### config.mk
export PLATFORM = sky130hd
export DESIGN_NAME = layer1_weight_loader
export DESIGN_NICKNAME = d
export VERILOG_FILES = /design/src/rtl/layer1_weight_loader_pkg.sv /design/src/rtl/layer1_weight_loader_weight_row_packer.sv /design/src/rtl/layer1_weight_loader.sv
export SDC_FILE = /design/constraint.sdc
export NUM_CORES = 1
export LEC_CHECK = 0
export ABC_AREA = 1
export CORE_UTILIZATION = 53
export DETAILED_ROUTE_END_ITERATION = 8
export GPL_ROUTABILITY_DRIVEN = 0
export GPL_TIMING_DRIVEN = 0
export HOLD_SLACK_MARGIN = 0.1
export PLACE_DENSITY_LB_ADDON = 0.1
export SKIP_LAST_GASP = 1
export SLEW_MARGIN = 0
export SYNTH_ARGS = -nofsm -noshare
export SYNTH_HDL_FRONTEND = slang
export SYNTH_SLANG_ARGS = --single-unit
### constraint.sdc
create_clock -name clk -period 5.38 [get_ports clk]
set_clock_uncertainty 0.1 [all_clocks]
set_input_delay 0.538 -clock clk [delete_from_list [all_inputs] [get_ports clk]]
set_output_delay 0.538 -clock clk [all_outputs]
set_load 0.03 [all_outputs]
### src/rtl/layer1_weight_loader_pkg.sv
// rtl/layer1_weight_loader_pkg.sv - shared sizes, flags and state encodings for the layer-1 weight loader
package layer1_weight_loader_pkg;

  localparam int RELU_NODES        = 20;
  localparam int LAYER_1_BIT_WIDTH = 8;
  localparam int INPUT_NODES       = 784;

  localparam logic TRUE  = 1'b1;
  localparam logic FALSE = 1'b0;

  typedef enum logic [1:0] {
    IDLE  = 2'd0,
    FILL  = 2'd1,
    WRITE = 2'd2,
    DONE  = 2'd3
  } state_e;

endpackage

### src/rtl/layer1_weight_loader_weight_row_packer.sv
// rtl/layer1_weight_loader_weight_row_packer.sv - row buffer, weight counter and row-full flag
module weight_row_packer #(
  parameter int N = 20,
  parameter int W = 8
) (
  input  logic           clk,
  input  logic           reset_n,
  input  logic           clear_i,
  input  logic           load_i,
  input  logic [W-1:0]   weight_i,
  output logic [N*W-1:0] row_next_o,
  output logic           last_o
);

  localparam int CW = (N > 1) ? $clog2(N) : 1;

  logic [N*W-1:0] buf_q;
  logic [CW-1:0]  count_q;

  // Row as it will look once the presented weight is taken; lets the
  // final transfer and the write capture happen on the same edge.
  always_comb begin
    row_next_o = buf_q;
    row_next_o[count_q*W +: W] = weight_i;
  end

  assign last_o = (count_q == CW'(N - 1));

  always_ff @(posedge clk or negedge reset_n) begin
    if (!reset_n) begin
      buf_q   <= '0;
      count_q <= '0;
    end else if (clear_i) begin
      buf_q   <= '0;
      count_q <= '0;
    end else if (load_i) begin
      buf_q   <= row_next_o;
      count_q <= last_o ? '0 : count_q + CW'(1);
    end
  end

endmodule

### src/rtl/layer1_weight_loader.sv
// rtl/layer1_weight_loader.sv - packs streamed layer-1 weights into rows and writes them to storage
module layer1_weight_loader #(
  parameter int RELU_NODES        = layer1_weight_loader_pkg::RELU_NODES,
  parameter int LAYER_1_BIT_WIDTH = layer1_weight_loader_pkg::LAYER_1_BIT_WIDTH,
  parameter int INPUT_NODES       = layer1_weight_loader_pkg::INPUT_NODES
) (
  input  logic                                  clk,
  input  logic                                  reset_n,
  input  logic                                  start,
  input  logic [LAYER_1_BIT_WIDTH-1:0]          inWeight,
  input  logic                                  inValid,
  output logic                                  inReady,
  output logic                                  writeEnable,
  output logic [9:0]                            NodeSelect,
  output logic [RELU_NODES*LAYER_1_BIT_WIDTH-1:0] writeIn,
  output logic                                  busy,
  output logic                                  done
);

  import layer1_weight_loader_pkg::*;

  localparam int         RW       = RELU_NODES * LAYER_1_BIT_WIDTH;
  localparam logic [9:0] LAST_ROW = 10'(INPUT_NODES - 1);

  state_e        state_q;
  logic          ready_q;
  logic          we_q;
  logic          busy_q;
  logic          done_q;
  logic [9:0]    node_q;
  logic [9:0]    row_idx_q;
  logic [RW-1:0] write_in_q;

  logic          transfer;
  logic          row_last;
  logic          pack_clear;
  logic [RW-1:0] row_next;

  assign transfer   = inValid && ready_q && (state_q == FILL);
  assign pack_clear = (((state_q == IDLE) || (state_q == DONE)) && start) || (state_q == WRITE);

  weight_row_packer #(
    .N(RELU_NODES),
    .W(LAYER_1_BIT_WIDTH)
  ) u_packer (
    .clk       (clk),
    .reset_n   (reset_n),
    .clear_i   (pack_clear),
    .load_i    (transfer),
    .weight_i  (inWeight),
    .row_next_o(row_next),
    .last_o    (row_last)
  );

  // NodeSelect is only reloaded on entry to WRITE so it stays put through the
  // strobe and the cycle after; row_idx_q is the running row counter.
  always_ff @(posedge clk or negedge reset_n) begin
    if (!reset_n) begin
      state_q    <= IDLE;
      ready_q    <= FALSE;
      we_q       <= FALSE;
      busy_q     <= FALSE;
      done_q     <= FALSE;
      node_q     <= '0;
      row_idx_q  <= '0;
      write_in_q <= '0;
    end else begin
      we_q <= FALSE;
      case (state_q)
        IDLE, DONE: begin
          if (start) begin
            state_q   <= FILL;
            ready_q   <= TRUE;
            busy_q    <= TRUE;
            done_q    <= FALSE;
            node_q    <= '0;
            row_idx_q <= '0;
          end
        end
        FILL: begin
          if (transfer && row_last) begin
            state_q    <= WRITE;
            ready_q    <= FALSE;
            we_q       <= TRUE;
            write_in_q <= row_next;
            node_q     <= row_idx_q;
          end
        end
        WRITE: begin
          if (row_idx_q == LAST_ROW) begin
            state_q <= DONE;
            busy_q  <= FALSE;
            done_q  <= TRUE;
          end else begin
            state_q   <= FILL;
            ready_q   <= TRUE;
            row_idx_q <= row_idx_q + 10'd1;
          end
        end
        default: state_q <= IDLE;
      endcase
    end
  end

  assign inReady     = ready_q;
  assign writeEnable = we_q;
  assign NodeSelect  = node_q;
  assign writeIn     = write_in_q;
  assign busy        = busy_q;
  assign done        = done_q;

endmodule

# Yosys cells after proc, flatten, opt, wreduce, memory -nomap -nowiden
# Cells that the tools add are included.
dict set report totals {
  mem_bits_rw 0
  latchBits 0
  ff_bits 351
  mem_bits_ro 0
  mem_count 0
  wordCells 67
  output_inout_bits 174
  in_bits 12
}
dict set report classes {
  n_bitwise 0
  addsub 3
  n_mux 26
  n_reduce_logical 17
  mul 0
  magnitude_cmp 0
  n_eq_ne 9
  shift 2
  div_mod_pow 0
}
# operator count
set op_table {}
lappend op_table {{two-way mux 160 bit} 2}
lappend op_table {{bitwise mux 160 bit} 1}
lappend op_table {{variable shift 8 x 34 -> 160 bit (first input constant)} 1}
lappend op_table {{indexed part select 8 x 34 -> 160 bit} 1}
lappend op_table {{one-hot mux 10 bit (2 select lines)} 2}
lappend op_table {{negation 8 -> 34 bit} 1}
lappend op_table {{two-way mux 10 bit} 3}
lappend op_table {{two-way mux 5 bit} 3}
lappend op_table {{AND reduction 3 bit} 4}
lappend op_table {{adder 10 x 1 -> 10 bit (second input constant)} 1}
lappend op_table {{== test 10 bit (second input constant)} 1}
lappend op_table {{two-way mux 1 bit} 8}
lappend op_table {{two-way mux 2 bit} 3}
lappend op_table {{one-hot mux 2 bit (3 select lines)} 1}
lappend op_table {{nonzero test 2 bit} 3}
lappend op_table {{adder 5 x 1 -> 5 bit (second input constant)} 1}
lappend op_table {{== test 5 bit (second input constant)} 1}
lappend op_table {{== test 2 bit (second input constant)} 2}
lappend op_table {{logical AND 1 bit} 4}
lappend op_table {{!= test 2 x 1 -> 1 bit (second input constant)} 2}
lappend op_table {{!= test 2 bit (second input constant)} 2}
lappend op_table {{one-hot mux 1 bit (2 select lines)} 2}
lappend op_table {{AND reduction 2 bit} 2}
lappend op_table {{one-hot mux 1 bit (3 select lines)} 1}
lappend op_table {{4 further kinds} 5}

# Depth between registers and ports, before layout
# Gate-level depths: netlist (run 1).
dict set report logic_depth {
  ltp_word 5
  ltp_mapped 17
  depth_no_buf 14
}

# Cells and area by module
# From an unflattened synthesis (run 1), not the netlist that was laid out.
dict set report hier_totals {
  hier_cells 2203
  hier_area_um2 16802.4
}
# mod area_per_inst_um2 instances cells_each seq_area_each_um2
set modules_own_cells {}
lappend modules_own_cells {weight_row_packer 9439.1 1 1353 4129.0}
lappend modules_own_cells {layer1_weight_loader 7363.3 1 850 4654.5}

# Worst setup path before layout (run 1)
# Ideal clock, no wire load.
dict set report synth_path {
  path_type {flip-flop to flip-flop}
  start {reg u_packer.count_q[0]}
  end {reg u_packer.buf_q[0]}
  setup_ps 83
  slack_ps 2592
  period_less_slack_ps 2788
  required_ps 5197
  arrival_time_ps 2606
  n_path_buf 4
  path_stages_with_launch 15
  path_cell_list {dfrtp_1 buf_4 inv_2 buf_6 clkbuf_1 ha_1 nand2_1 nor2_1 ha_1 buf_1 nor3_4 nand2_2 nand2_1 nand3_1 o21ai_0}
}
dict set report synth_via {
  elab_chain_cells 5
  word_cells_on_any_way 6
  cone_classes {1 x add/sub; 2 x shift; 3 x mux}
}
# item line_no
set synth_rtl {}
lappend synth_rtl {{start, declared} layer1_weight_loader_weight_row_packer.sv:18} ;# logic [CW-1:0] count_q;
lappend synth_rtl {{start signal, assigned} layer1_weight_loader_weight_row_packer.sv:38} ;# count_q <= last_o ? '0 : count_q + CW'(1);
lappend synth_rtl {{negation 8 -> 34 bit (*)} layer1_weight_loader_weight_row_packer.sv:24} ;# row_next_o[count_q*W +: W] = weight_i;
lappend synth_rtl {{indexed part select 8 x 34 -> 160 bit or variable shift 8 x 34 -> 160 bit (tied branches)} layer1_weight_loader_weight_row_packer.sv:24}
lappend synth_rtl {{bitwise mux 160 bit (*)} layer1_weight_loader_weight_row_packer.sv:24}
lappend synth_rtl {{two-way mux 160 bit (*)} layer1_weight_loader_weight_row_packer.sv:36} ;# end else if (load_i) begin
lappend synth_rtl {{two-way mux 160 bit (*)} layer1_weight_loader_weight_row_packer.sv:33} ;# end else if (clear_i) begin
lappend synth_rtl {{end signal, assigned} layer1_weight_loader_weight_row_packer.sv:37} ;# buf_q <= row_next_o;
lappend synth_rtl {{end, declared} layer1_weight_loader_weight_row_packer.sv:17} ;# logic [N*W-1:0] buf_q;
# Mark *: on every way between the ends. The rest lies on a longest branch, timed or not. The select of a mux whose other input is x is not followed.
# A chain may end at the register's enable or synchronous reset.

# Worst setup path after layout (run 1)
dict set report layout_path {
  start {reg u_packer.count_q[0]}
  end {reg write_in_q[31], in the netlist writeIn[31]}
}
dict set report layout_via {
  elab_chain_cells 3
  word_cells_on_any_way 7
  cone_classes {1 x add/sub; 1 x eq/ne; 2 x shift; 1 x mux; 2 x reduce/logical}
}
# item line_no
set layout_rtl {}
lappend layout_rtl {{negation 8 -> 34 bit or == test 5 bit (tied branches)} {layer1_weight_loader_weight_row_packer.sv:24, layer1_weight_loader_weight_row_packer.sv:27}}
lappend layout_rtl {{indexed part select 8 x 34 -> 160 bit, or another cell as far along} layer1_weight_loader_weight_row_packer.sv:24}
lappend layout_rtl {{bitwise mux 160 bit or AND reduction 2 bit (tied branches)} -}
lappend layout_rtl {{end signal, assigned} layer1_weight_loader.sv:85} ;# write_in_q <= row_next;
lappend layout_rtl {{end, declared} layer1_weight_loader.sv:32} ;# logic [RW-1:0] write_in_q;
# Parallel ways exist; a longest one is shown, timed or not.

==> results of run 1 <==
-- sequential cells by signal, indices dropped and copies added, names as in the netlist --
signal and count:
NodeSelect 10, u_packer.buf_q 160, u_packer.count_q 5, writeEnable 1, done 1, writeIn 160, state_q 2, inReady 1
row_idx_q 10, busy 1
-- worst max path at each step --
stage	from	end	slack, ns	cells after the start
final	u_packer.count_q[0]$_DFFE_PN0P_	writeIn[31]$_DFFE_PN0P_	1.93	13
after global routing	u_packer.count_q[0]$_DFFE_PN0P_	writeIn[31]$_DFFE_PN0P_	1.71	13
after CTS	u_packer.count_q[0]$_DFFE_PN0P_	writeIn[31]$_DFFE_PN0P_	1.97	13
after detailed placement	u_packer.count_q[0]$_DFFE_PN0P_	writeIn[31]$_DFFE_PN0P_	2.02	13
after global placement	reset_n	u_packer.buf_q[124]$_DFFE_PN0P_	-11.60	1
after floorplan	u_packer.count_q[0]$_DFFE_PN0P_	u_packer.buf_q[0]$_DFFE_PN0P_	2.59	14
-- per-layer routing --
| metal | vias to the layer above | track usage [%] | wire [um] |
|---|---|---|---|
| li1 | 7234 | - | - |
| met1 | 7309 | 44.0 | 20800 |
| met2 | 661 | 47.7 | 21600 |
| met3 | 116 | 4.77 | 3640 |
| met4 | 0 | 11.2 | 1830 |
| met5 | - | 0 | 0 |
-- power breakdown --
part / switching [W] / leakage [nW] / internal, W
combinational: 0.00164 / 4.90 / 0.000419
clock: 0.00107 / 0.635 / 0.00161
sequential: 0.0000299 / 4.89 / 0.00268
-- cells by family after synthesis --
logic type	Yosys count	synth area share (%)
and+or+nand+nor	1298	33.7
DFF	351	53.1
xor gates and xnor gates	3	0.159
AOI/OAI and AO/OA	160	5.23
buffers and inverters	305	7.35
adders and majority gates	6	0.454
-- area by class of cell --
type	count	area, um^2
multi-input cells	1467	6530
plain buffers	103	454
inverters	202	761
fillers	2614	10400
well taps	396	495
clock buffers	58	1180
clock inverters	12	118
repair buffers	189	1950
flip-flops and latches	351	8780
-- worst max-delay path, cell delays in order (launching register included) --
cell and delay [ns]:
dfrtp_1 0.38, buf_4 0.17, inv_2 0.06, buf_6 0.13, clkbuf_1 0.33, ha_1 0.28, nand2_1 0.13, nor2_1 0.11
ha_1 0.19, buf_1 0.52, clkbuf_1 0.43, nand4_1 0.22, nand3_1 0.19, nand2_1 0.07
-- Yosys cell counts (all sizes together) --
cell	instances
nor2	57
xor2	2
nor3	21
dfrtp	351
nand2	887
nand3	285
o21ai	117
buf	43
ha	6
o22ai	17
inv	202
xnor2	1
or2	1
nor4	4
a21oi	15
o31ai	11
clkbuf	60
nand4	43
-- metrics by stage --
| step | hold WS, ns | utilization (%) | setup TNS, ns |
|---|---|---|---|
| floorplan | 0.142 | - | 0 |
| global placement | 0.358 | 61.6 | -4063.22 |
| detailed placement | 0.365 | 61.8 | 0 |
| CTS | 0.380 | 66.1 | 0 |
| global route | 0.401 | 66.1 | 0 |
| finish | 0.378 | 66.1 | 0 |
==> metrics.txt, run 1 <==
cts bufs inserted 38; Core Rows 64; initial core utilization 53.9%; worst skew pair latency 0.53 ns; number of global-route vias before repair 14,300; Placed Cells incl. Taps 2,707; Synth top area share 53.1%; Hold Crit Class reg2reg; Hold Fails Final Rpt 0; Slew @ Worst Pin 0.742 ns; Synth Cell Area 16,500 um^2; outcome completed; Reg2Reg Launch Point u_packer.count_q[0]$_DFFE_PN0P_; power density cells 367 nW/um^2; die area 31,900 um^2; fin area 20,300 um^2; Placed Area 19,000 um^2; period utilization 64.2%; Routed Antenna Nets 0; Worst VDD drop 0.000216 V; initial antenna violation count 0; slack of the worst reg-to-reg path 1.93 ns; fin nets 2,370; max_cap viols 0; number of synthesized register bits 351; layout cells sized above 1 6.34%; hold buffers post-CTS 1; PostCTS Resize Cnt 0; post-layout min period 3.45 ns; Post-CTS Setup Inserts 0; count of unique library cells instantiated by Yosys 35; # IOs 186; H-tree depth 2; TritonCTS clock tree done; n_diodes 0; Avg Cell Area, Syn 7.79 um^2; Setup-failing EPs final 0; clock transition at the registers of the reported paths 0.06 ns; largest net degree at the start of global routing 101; critical path class reg2reg; hold path cells 2; Register-to-Register Path Depth 13; RSZ-0062 raised after global routing no; HP Start writeIn[126]$_DFFE_PN0P_; Arr. time, crit path 3.76 ns; Detailed Place HPWL 34.4 mm; CP Launch Type flip-flop; P_leak 10.4 nW; Seq/Total Area, Yosys 53.1%; Yosys top cell by area dfrtp_1; drt pass-1 iters 6; fin cells 2,778; vias per cell 5.51; fmax 290 MHz; WHS Endpoint writeIn[126]$_DFFE_PN0P_; Post-Syn Instances 2,123; GRT Residual Overflow 0; Data required, critical path 5.69 ns; Die H 179 um; Slew Viols, Final 0; Core ar. 30,700 um^2; Tot Pwr 0.00745 W; Die Width 179 um; commonest non-fill, non-tap cells in the layout 873 x nand2_1, 351 x dfrtp_1, 278 x nand3_1, 186 x inv_1, 184 x clkdlybuf4s50_1; WL/cell 17.3 um; Syn Nets 2,141; area grow syn2layout 22.6%; largest buffer count on any clock path 3; GRT Total Usage 30.9%; drc violations 0; Yosys warning count 0; Iter 0 DRT Violations 1,483; commonest non-fill, non-tap cell in the layout nand2_1; Post-Place Worst Slack 2.02 ns; critical-path maximum fanout 10; final setup margin 1.93 ns; CP Capture Type flip-flop; drt total wl 48.0 mm; CTS Sinks 351; dominant cells by area after synthesis dfrtp_1 53%, nand2_1 20%, nand3_1 8.4%; clock root cell clkbuf_16; Slew Limit Headroom 50.5%; port buffer count 185; reg2reg end writeIn[31]$_DFFE_PN0P_; Vias 15,300; first-pass GRT wire length 75.9 mm
No activity file was read; power rests on OpenSTA's default activity.
==> run 2, diff against run 1 <==
==> constraint.sdc (replaced) <==
create_clock -name clk -period 3.2 [get_ports clk]
set_clock_uncertainty 0.1 [all_clocks]
set_input_delay 0.32 -clock clk [delete_from_list [all_inputs] [get_ports clk]]
set_output_delay 0.32 -clock clk [all_outputs]
set_load 0.03 [all_outputs]
==> run 2 against run 1 <==
  * The flow now finishes with violations (setup timing)
  * Fmax is 7.5% higher
  * Hold slack lost 0.15 ns
  * Power is 71% higher
  * Critical path type unchanged
  * Largest power group unchanged
  * Highest routed layer unchanged
==> metrics.txt, run 2 (synthesis results as in run 1) <==
Hold Fails Final Rpt 0 (unchanged); fin cells 2,789 (was 2,778); initial core utilization 53.9% (unchanged); critical-path maximum fanout 10 (unchanged); number of global-route vias before repair 14,300 (unchanged); GRT Residual Overflow 0 (unchanged); clock root cell clkbuf_16 (unchanged); # IOs 186 (unchanged); Die Width 179 um (unchanged); commonest non-fill, non-tap cell in the layout nand2_1 (unchanged); max_cap viols 0 (unchanged); drt pass-1 iters 7 (was 6); Detailed Place HPWL 34.4 mm (unchanged); post-layout min period 3.21 ns (was 3.45 ns); outcome finished with violations (was completed); worst skew pair latency 0.53 ns (about the same); port buffer count 185 (unchanged); failing checks setup timing; Core Rows 64 (unchanged); vias per cell 5.51 (about the same); die area 31,900 um^2 (unchanged); grt peak-use layer met2 (unchanged); largest buffer count on any clock path 3 (unchanged); final design utilization 66.8% (was 66.1%); Data required, critical path 3.56 ns (was 5.69 ns); H-tree depth 2 (unchanged); Register-to-Register Path Depth 15 (was 13); Core ar. 30,700 um^2 (unchanged); Vias 15,400 (was 15,300); Slew Limit Headroom 49.8% (was 50.5%); area grow syn2layout 24.0% (was 22.6%); commonest non-fill, non-tap cells in the layout 869 x nand2_1, 351 x dfrtp_1, 274 x nand3_1, 186 x inv_1, 184 x clkdlybuf4s50_1 (was 873 x nand2_1, 351 x dfrtp_1, 278 x nand3_1, 186 x inv_1, 184 x clkdlybuf4s50_1); Setup-failing EPs final 1 (was 0); CP Capture Type flip-flop (unchanged); Arr. time, crit path 3.57 ns (was 3.76 ns); Hold WS 0.231 ns (was 0.378 ns); reg2reg end writeIn[30]$_DFFE_PN0P_ (was writeIn[31]$_DFFE_PN0P_); fmax 311 MHz (was 290 MHz); CP Launch Type flip-flop (unchanged); drt total wl 48.2 mm (was 48.0 mm); clock transition at the registers of the reported paths 0.06 ns (about the same); final setup margin -0.0129 ns (was 1.93 ns); crit path capture writeIn[30]$_DFFE_PN0P_ (was writeIn[31]$_DFFE_PN0P_); critical path class reg2reg (unchanged); GR Layer Usage met1 44.0% (unchanged); grt met3 use 4.77% (unchanged); period utilization 100% (was 64.2%); global-route track usage on met2 47.7% (unchanged); Worst VDD drop 0.000373 V (was 0.000216 V); first-pass GRT wire length 75.9 mm (unchanged); Tot Pwr 0.0127 W (was 0.00745 W); Placed Cells incl. Taps 2,707 (unchanged); drc violations 0 (unchanged); power density cells 621 nW/um^2 (was 367 nW/um^2); cts bufs inserted 38 (unchanged); TritonCTS clock tree done (unchanged); layout cells sized above 1 7.86% (was 6.34%); RSZ-0062 raised after global routing yes (was no); Routed Antenna Nets 0 (unchanged); Iter 0 DRT Violations 1,597 (was 1,483); Hold Crit Class in2async (was reg2reg); largest net degree at the start of global routing 101 (unchanged); Reg2Reg Launch Point u_packer.count_q[0]$_DFFE_PN0P_ (unchanged); CTS Sinks 351 (unchanged); CP startpoint u_packer.count_q[0]$_DFFE_PN0P_ (unchanged); initial antenna violation count 0 (unchanged); slack of the worst reg-to-reg path -0.01 ns (was 1.93 ns); n_diodes 0 (unchanged); P_leak 10.5 nW (was 10.4 nW); Slew @ Worst Pin 0.754 ns (was 0.742 ns); Slew Viols, Final 0 (unchanged); GRT Total Usage 30.9% (unchanged); fin nets 2,381 (was 2,370); Die H 179 um (unchanged); Post-Place Worst Slack -0.161 ns (was 2.02 ns); WL/cell 17.3 um (about the same)
==> run 2: worst max-delay path, stage by stage (launching register included) <==
cell	delay, ns
dfrtp_1	0.35
buf_4	0.16
inv_2	0.05
buf_6	0.14
clkbuf_2	0.19
ha_1	0.27
inv_1	0.08
nor2_2	0.06
nand2_2	0.16
buf_4	0.21
nand2_1	0.22
nor3_1	0.47
nand2_1	0.26
nand4_1	0.19
nand3_1	0.14
nand2_1	0.09
==> run 2: layout make-up <==
cell class | count | area, um^2
Buffer | 103 | 467
Clock buffer | 58 | 1180
Clock inverter | 12 | 118
Fill cell | 2592 | 10200
Inverter | 202 | 763
Multi-Input combinational cell | 1467 | 6650
Sequential cell | 351 | 8780
Tap cell | 396 | 495
Timing Repair Buffer | 200 | 2040
==> run 2: metrics by stage <==
| stage | instance area (um^2) | TNS (ns) |
|---|---|---|
| after floorplan | 16500 | 0 |
| after global placement | 18900 | -4752.04 |
| after detailed placement | 19000 | -3.28 |
| after CTS | 20300 | 0 |
| after global routing | 20500 | -8.08 |
| final | 20500 | -0.0129 |
==> run 2: timing repair <==
item | in CTS | in global routing
hold buffers | 1 | 0
setup endpoints to repair | 71 | 202
setup buffers | 0 | 11
resized for setup | 2 | 38
gates cloned | 0 | 0
pin swaps | 0 | 5
endpoints found under the hold margin | 66 | 0
==> run 2: power by group <==
group          total [W]  switching [W]  internal (W)  leakage, nW
sequential       0.00455      0.0000503       0.00450         4.89
combinational    0.00366        0.00285      0.000814         5.02
clock            0.00451        0.00180       0.00271        0.635
==> run 2: layer usage <==
layer  wire, um  up-vias  part of all wire (%)
met4       1830        0                   3.8
met2      21800      676                    45
met3       3800      120                   7.9
li1           -     7246                     -
met1      20800     7318                    43
met5          0        -                     0
==> run 2: worst min path at each step <==
stage | startpoint | endpoint | slack [ns] | cells after the start
5_1_grt | reset_n | NodeSelect[2]$_DFFE_PN0P_ | 0.28 | 2
2_1_floorplan | reset_n | NodeSelect[0]$_DFFE_PN0P_ | -0.08 | 0
3_5_place_dp | reset_n | NodeSelect[2]$_DFFE_PN0P_ | 0.21 | 1
3_3_place_gp | NodeSelect[8]$_DFFE_PN0P_ | NodeSelect[8]$_DFFE_PN0P_ | 0.36 | 2
6_report | reset_n | NodeSelect[2]$_DFFE_PN0P_ | 0.23 | 2
4_1_cts | reset_n | NodeSelect[2]$_DFFE_PN0P_ | 0.26 | 2
